File: config.mk
export PLATFORM = sky130hd
export DESIGN_NAME = fma_ctrl
export DESIGN_NICKNAME = d
export VERILOG_FILES = /design/src/rtl/fma_ctrl.sv
export SDC_FILE = /design/constraint.sdc
export NUM_CORES = 1
export LEC_CHECK = 0
export ABC_AREA = 1
export BUFFER_PORTS_ARGS = -buffer_cell sky130_fd_sc_hd__buf_2
export CORE_MARGIN = 2
export CORE_UTILIZATION = 46
export DETAILED_ROUTE_END_ITERATION = 12
export PLACE_DENSITY = 0.77
export SLEW_MARGIN = 40
export SYNTH_ARGS = -nofsm -noshare
export SYNTH_HDL_FRONTEND = slang
export SYNTH_SLANG_ARGS = --single-unit
File: constraint.sdc
create_clock -name clk -period 1.7 [get_ports clk]
set_clock_uncertainty 0.2 [all_clocks]
set_input_delay 0.255 -clock clk [delete_from_list [all_inputs] [get_ports clk]]
set_output_delay 0.255 -clock clk [all_outputs]
set_load 0.01 [all_outputs]
File: src/rtl/fma_ctrl.sv
// FMA issue/response controller: launches a fixed-latency FMA op, captures its flags and accrues fflags.
// Optional flush/kill support is enabled by defining FMA_CTRL_FLUSH_EN.
module fma_ctrl #(
  parameter int unsigned LAT = 4
) (
  input  logic       clk,
  input  logic       reset_n,
  input  logic       req_valid,
  output logic       req_ready,
  input  logic [1:0] req_op,
  output logic       fma_start,
  output logic [1:0] fma_op,
  input  logic [3:0] fma_flags,
  output logic       rsp_valid,
  input  logic       rsp_ready,
  output logic [3:0] rsp_flags,
  input  logic       flush,
  input  logic       csr_we,
  input  logic [4:0] csr_wdata,
  output logic [4:0] fflags,
  output logic       busy
);

  typedef enum logic [1:0] {IDLE, EXEC, RESP} state_t;

  localparam logic [3:0] CNT_INIT = 4'(LAT - 1);

  state_t     state_q, state_d;
  logic [3:0] cnt_q, cnt_d;
  logic [1:0] op_q, op_d;
  logic [3:0] rsp_flags_q, rsp_flags_d;
  logic [4:0] fflags_q, fflags_d;
  logic       flush_i;
  logic       accept;
  logic       handshake;

`ifdef FMA_CTRL_FLUSH_EN
  assign flush_i = flush;
`else
  logic unused_flush;
  assign unused_flush = flush;
  assign flush_i      = 1'b0;
`endif

  always_ff @(posedge clk or negedge reset_n) begin
    if (!reset_n) begin
      state_q     <= IDLE;
      cnt_q       <= '0;
      op_q        <= '0;
      rsp_flags_q <= '0;
      fflags_q    <= '0;
    end else begin
      state_q     <= state_d;
      cnt_q       <= cnt_d;
      op_q        <= op_d;
      rsp_flags_q <= rsp_flags_d;
      fflags_q    <= fflags_d;
    end
  end

  always_comb begin
    state_d     = state_q;
    cnt_d       = cnt_q;
    op_d        = op_q;
    rsp_flags_d = rsp_flags_q;
    fflags_d    = fflags_q;

    req_ready = ((state_q == IDLE) || ((state_q == RESP) && rsp_ready)) && !flush_i;
    accept    = req_valid && req_ready;
    handshake = (state_q == RESP) && rsp_ready && !flush_i;

    case (state_q)
      IDLE: begin
        if (accept) state_d = EXEC;
      end
      EXEC: begin
        if (flush_i) begin
          state_d = IDLE;
        end else if (cnt_q == 4'd0) begin
          rsp_flags_d = fma_flags;
          state_d     = RESP;
        end else begin
          cnt_d = cnt_q - 4'd1;
        end
      end
      RESP: begin
        if (flush_i)        state_d = IDLE;
        else if (rsp_ready) state_d = accept ? EXEC : IDLE;
      end
      default: state_d = IDLE;
    endcase

    if (accept) begin
      op_d  = req_op;
      cnt_d = CNT_INIT;
    end

    // DZ has no FMA source; a CSR write in the same cycle overrides accrual.
    if (handshake) fflags_d = fflags_q | {rsp_flags_q[3], 1'b0, rsp_flags_q[2:0]};
    if (csr_we)    fflags_d = csr_wdata;
  end

  // The counter is only at its load value in the first EXEC cycle, including LAT=1.
  assign fma_start = (state_q == EXEC) && (cnt_q == CNT_INIT);
  assign fma_op    = op_q;
  assign rsp_valid = (state_q == RESP);
  assign rsp_flags = rsp_flags_q;
  assign fflags    = fflags_q;
  assign busy      = (state_q != IDLE);

endmodule

Yosys cells after proc, flatten, opt, wreduce, memory -nomap -nowiden
Cells that the tools add are included.
{"block": "word_totals", "register_bits": 17, "in_bits": 17}
{"block": "op_classes", "addsub": 1, "eq_ne": 7, "muxes": 10, "bitwise_logic": 1, "n_reduce_logical": 12}
{"op": "4-bit two-way mux", "n": 3}
{"op": "5-bit two-way mux", "n": 2}
{"op": "2-bit two-way mux", "n": 3}
{"op": "2-bit inequality test, second input constant", "n": 3}
{"op": "2-bit case mux with 3 select lines", "n": 1}
{"op": "2-bit nonzero test", "n": 3}
{"op": "5-bit bitwise OR", "n": 1}
{"op": "4-bit by 2-bit == test with 1-bit output, second input constant", "n": 1}
{"op": "4-bit logical NOT", "n": 1}
{"op": "2-bit AND reduction", "n": 2}
{"op": "4-bit by 1-bit subtractor with 4-bit output, second input constant", "n": 1}
{"op": "1-bit logical AND", "n": 3}
{"op": "3-bit AND reduction", "n": 1}
{"op": "2-bit by 1-bit == test with 1-bit output, second input constant", "n": 1}
{"op": "2-bit == test, second input constant", "n": 1}
{"op": "2-bit logical NOT", "n": 1}
{"op": "2-bit by 1-bit inequality test with 1-bit output, second input constant", "n": 1}
{"op": "1-bit logical OR", "n": 1}
{"op": "1-bit two-way mux", "n": 1}

Longest topological paths before layout
{"block": "logic_depth", "depth_word": 7, "ltp_mapped": 8}

Worst setup path after synthesis
OpenSTA, ideal clock, no wires.
{"block": "synth_path", "kind": "reg2reg", "start": "register cnt_q[0]", "end": "register cnt_q[0]", "arrival_ps": 999, "t_required_ps": 1374, "setup_slack_ps": 375, "path_stages_with_launch": 8, "n_path_buf": 0, "synth_period_minus_slack_ps": 1325, "path_cell_list": "dfrtp_1 inv_1 ha_1 nand2_2 nand2_4 inv_2 nand2_1 nand3_1"}
{"block": "synth_between", "elab_chain_len": 4, "word_cells_on_any_way": 7, "cone_classes": "add/sub (1); eq/ne (1); mux (3); reduce/logical (2)"}
{"element": "from (decl)", "line_no": "29", "text": "logic [3:0] cnt_q, cnt_d;"}
{"element": "from (signal assigned)", "line_no": "54", "text": "cnt_q <= cnt_d;"}
{"element": "4-bit by 1-bit subtractor with 4-bit output", "line_no": "83", "text": "cnt_d = cnt_q - 4'd1;"}
{"element": "4-bit two-way mux", "line_no": "79", "text": "end else if (cnt_q == 4'd0) begin"}
{"element": "4-bit two-way mux", "line_no": "72", "text": "case (state_q)"}
{"element": "4-bit two-way mux", "line_no": "93", "text": "if (accept) begin"}
Several ways; a longest one is shown, not always the timed one. The select of a mux whose other input is x is not followed.
A chain may end at the register's enable or synchronous reset.

Worst setup path after layout
{"block": "layout_path", "start": "register cnt_q[2]", "end": "output fma_start"}
{"block": "layout_between", "elab_chain_len": 2}
{"element": "4-bit by 2-bit == test with 1-bit output", "line_no": "104", "text": "assign fma_start = (state_q == EXEC) && (cnt_q == CNT_INIT);"}
{"element": "1-bit logical AND", "line_no": "104"}
{"element": "to (decl)", "line_no": "11", "text": "output logic fma_start,"}
Every way passes these cells.

==> flow_summary_export.csv <==
group,metric,value,unit
logic_synthesis,syn_inst,99,
logic_synthesis,synth_area,821,um2
floorplanning,chipWidth,46.2,um
final_layout,multi_input_area,344,um2
final_layout,fin_util,64.6,%
detailed_routing,wl_met3,75,um
floorplanning,row_count,15,
detailed_routing,maxUsedRoutingLayer,"met3",
logic_synthesis,synth.largest_area_cell,"dfrtp_1",
logic_synthesis,synth.area.top_cells,"dfrtp_1 (52%), nand2_1 (14%), inv_1 (5.0%)",
clock_tree,cts.sinks,17,
final_layout,fillers,153,
detailed_routing,via_per_inst,4.47,
sta,hold_violations,0,
min_path,hp-class,"input pin to flop",
clock_tree,tritoncts,"yes",
sta,finalSetupViolCount,0,
logic_synthesis,synth_top_area_share,51.8,%
logic_synthesis,yosysWarnings,0,
logic_synthesis,synth_xor_area_share,1.07,%
worst_setup_path,required,1.24,ns
global_route,grt_antenna_before_repair,0,
logic_synthesis,synth_edf_count,0,
sta,period_share,95.6,%
clock_tree,clock_path_buffers,2,
logic_synthesis,ys_types,17,
detailed_routing,drt-pass1-iter-count,4,
placed_design,gp_congestion,0.769,
logic_synthesis,avgSynthCellArea,8.29,um2
job,cap_violations,0,
detailed_routing,route.detailed.drc,0,
detailed_routing,vias,737,
sta,worstMarginPinSlew,0.363,ns
logic_synthesis,synth_common_cells,"nand2_1 (31), dfrtp_1 (17), inv_1 (11), nor2_1 (11)",
floorplanning,core,0.00171,mm2
power,ir_drop,0.958,mV
logic_synthesis,synth_top_family_by_area,"simple AND/OR/NAND/NOR gates",
clock_tree,root_buffer,"clkbuf_4",
power,power_density,1530,mW/mm2
sta,tns,0,ns
final_layout,nNetsFinal,160,
power,power.leakage,0.622,nW
detailed_routing,ant_nets,0,
sta,rsz0062_at_grt,"no",
logic_synthesis,yosysSeqAreaShare,51.8,%
clock_tree,cts_setup_buffers,0,
placed_design,io_buffers,30,
global_route,overflow,0,
run_status,status,"finished, final reports clean",
sta,slew_viol_final,0,
floorplanning,io_pins,32,
logic_synthesis,synth_compound_area_share,5.79,%
floorplanning,fp.dieH,46.2,um
final_layout,areaGrowthSynthToFinish,34.5,%
clock_tree,clkTransAtPathRegs,0.10,ns
logic_synthesis,synth-simple-area-share,31.4,%
clock_tree,clock_latency,0.28,ns
sta,relSlewSlack,75.8,%
logic_synthesis,synth-seq-cells,17,
global_route,grt_max_degree,18,
sta,min_period,1.63,ns
logic_synthesis,ys.flop_type,"dfrtp_1",
final_layout,num_antenna_cells,0,
clock_tree,cts_buffers,3,
floorplanning,start_util,48.1,%
floorplanning,die_area,0.00214,mm2
logic_synthesis,async_reset_ff_share,100,%
worst_setup_path,crit_path_start_kind,"flop",
final_layout,drive_gt1_share,32.9,%
logic_synthesis,yosys-mux-area-fraction,0,%
global_route,grt_pass1_wl,2460,um
detailed_routing,wl_met1,667,um
global_route,grtUsageTotal,16.6,%
clock_tree,htreeDepth,1,
global_route,first_global_vias,632,
logic_synthesis,synth_adder_area_share,3.05,%
logic_synthesis,yosysMostFrequentCell,"nand2_1",
sta,max_freq,615,MHz
detailed_routing,postRouteWirelength,1600,um
final_layout,ff_latch_area,425,um2
worst_setup_path,cp-end-kind,"primary output",
worst_setup_path,crit_type,"flop to primary output",
logic_synthesis,syn_nets,118,
placed_design,dp_hpwl,1250,um
detailed_routing,wl_per_cell,9.72,um
detailed_routing,dr.first_iter.drc_count,5,
worst_setup_path,crit_fanout,4,
worst_setup_path,critPathArrivalTime,1.17,ns
detailed_routing,route.met2.wl,861,um
## routing by layer
metal	GRT usage, %	vias up
li1	-	385
met1	17.0	334
met2	32.5	18
met3	3.53	0
met4	5.14	0
met5	0	-
## worst paths after layout
check                              from      endpoint  slack [ns]  cells after the start
max                            cnt_q[2]     fma_start        0.07                      4
min                        csr_wdata[2]     fflags[2]        0.02                      3
max reg2reg                    cnt_q[0]      cnt_q[2]        0.23                      7
min reg2reg                   fma_op[1]     fma_op[1]        0.28                      2
max in group asynchronous       reset_n      cnt_q[0]        0.81                      2
min in group asynchronous       reset_n  rsp_flags[3]        0.22                      2
## timing repair
| item | CTS | global route |
|---|---|---|
| hold buffers | 6 | 1 |
| setup endpoints to repair | 0 | 1 |
| resized for setup | 0 | 1 |
| endpoints found under the hold margin | 22 | 1 |
## cell families (layout without fill, tap and decap cells)
| logic type | after synthesis | count (layout) |
|---|---|---|
| buf+inv | 15 | 56 |
| simple gates | 55 | 55 |
| compound gates | 9 | 9 |
| flops | 17 | 17 |
| fa+ha+maj | 2 | 2 |
| xor+xnor | 1 | 1 |
## critical path: stages (launching register included)
cell	delay, ns
dfrtp_1	0.46
nor2_4	0.17
nand2_1	0.06
nor2_1	0.07
buf_2	0.13
## cell usage in the layout (no fill, tap or decap)
master and instances:
nand2_1 31, buf_2 30, dfrtp_1 17, inv_1 11, nor2_1 11, dlygate4sd3_1 7
inv_2 4, a21oi_1 4, o21ai_1 4, nand2_2 3, nand2_4 3, nand3_1 3
clkbuf_4 3, ha_1 2, nor2_4 1, nor3_2 1, xor2_1 1, nand3_2 1
nand4_1 1, o211ai_1 1, clkbuf_1 1
## final cells by class
cell class,instances,area share [%]
inverter,15,5.10
multi-input combinational,67,31.2
timing repair buffer,37,20.0
sequential,17,38.5
tap,25,2.83
clock buffer,4,2.38
## per-stage QoR
step | hold WS (ns) | area (um2) | total power, W | setup WS, ns | cells
final | 0.0214 | 1100 | 0.00168 | 0.0743 | 165
after floorplan | -0.241 | 821 | 0.00121 | 0.375 | 99
after global placement | -0.0105 | 1000 | 0.00143 | 0.296 | 154
after detailed placement | -0.0106 | 1000 | 0.00147 | 0.242 | 154
after global routing | 0.0154 | 1100 | 0.00183 | 0.00959 | 165
after CTS | 0.00782 | 1090 | 0.00170 | 0.0186 | 164
## where the power goes
group	internal (W)	switching (W)
clock	0.0000908	0.000113
sequential	0.000549	0.000114
combinational	0.000320	0.000496
## state kept, by name, summed over array words and instances, names as in the netlist
signal,cells
cnt_q,4
fflags,5
fma_op,2
rsp_flags,4
state_q,2
No activity file was read; power rests on OpenSTA's default activity.
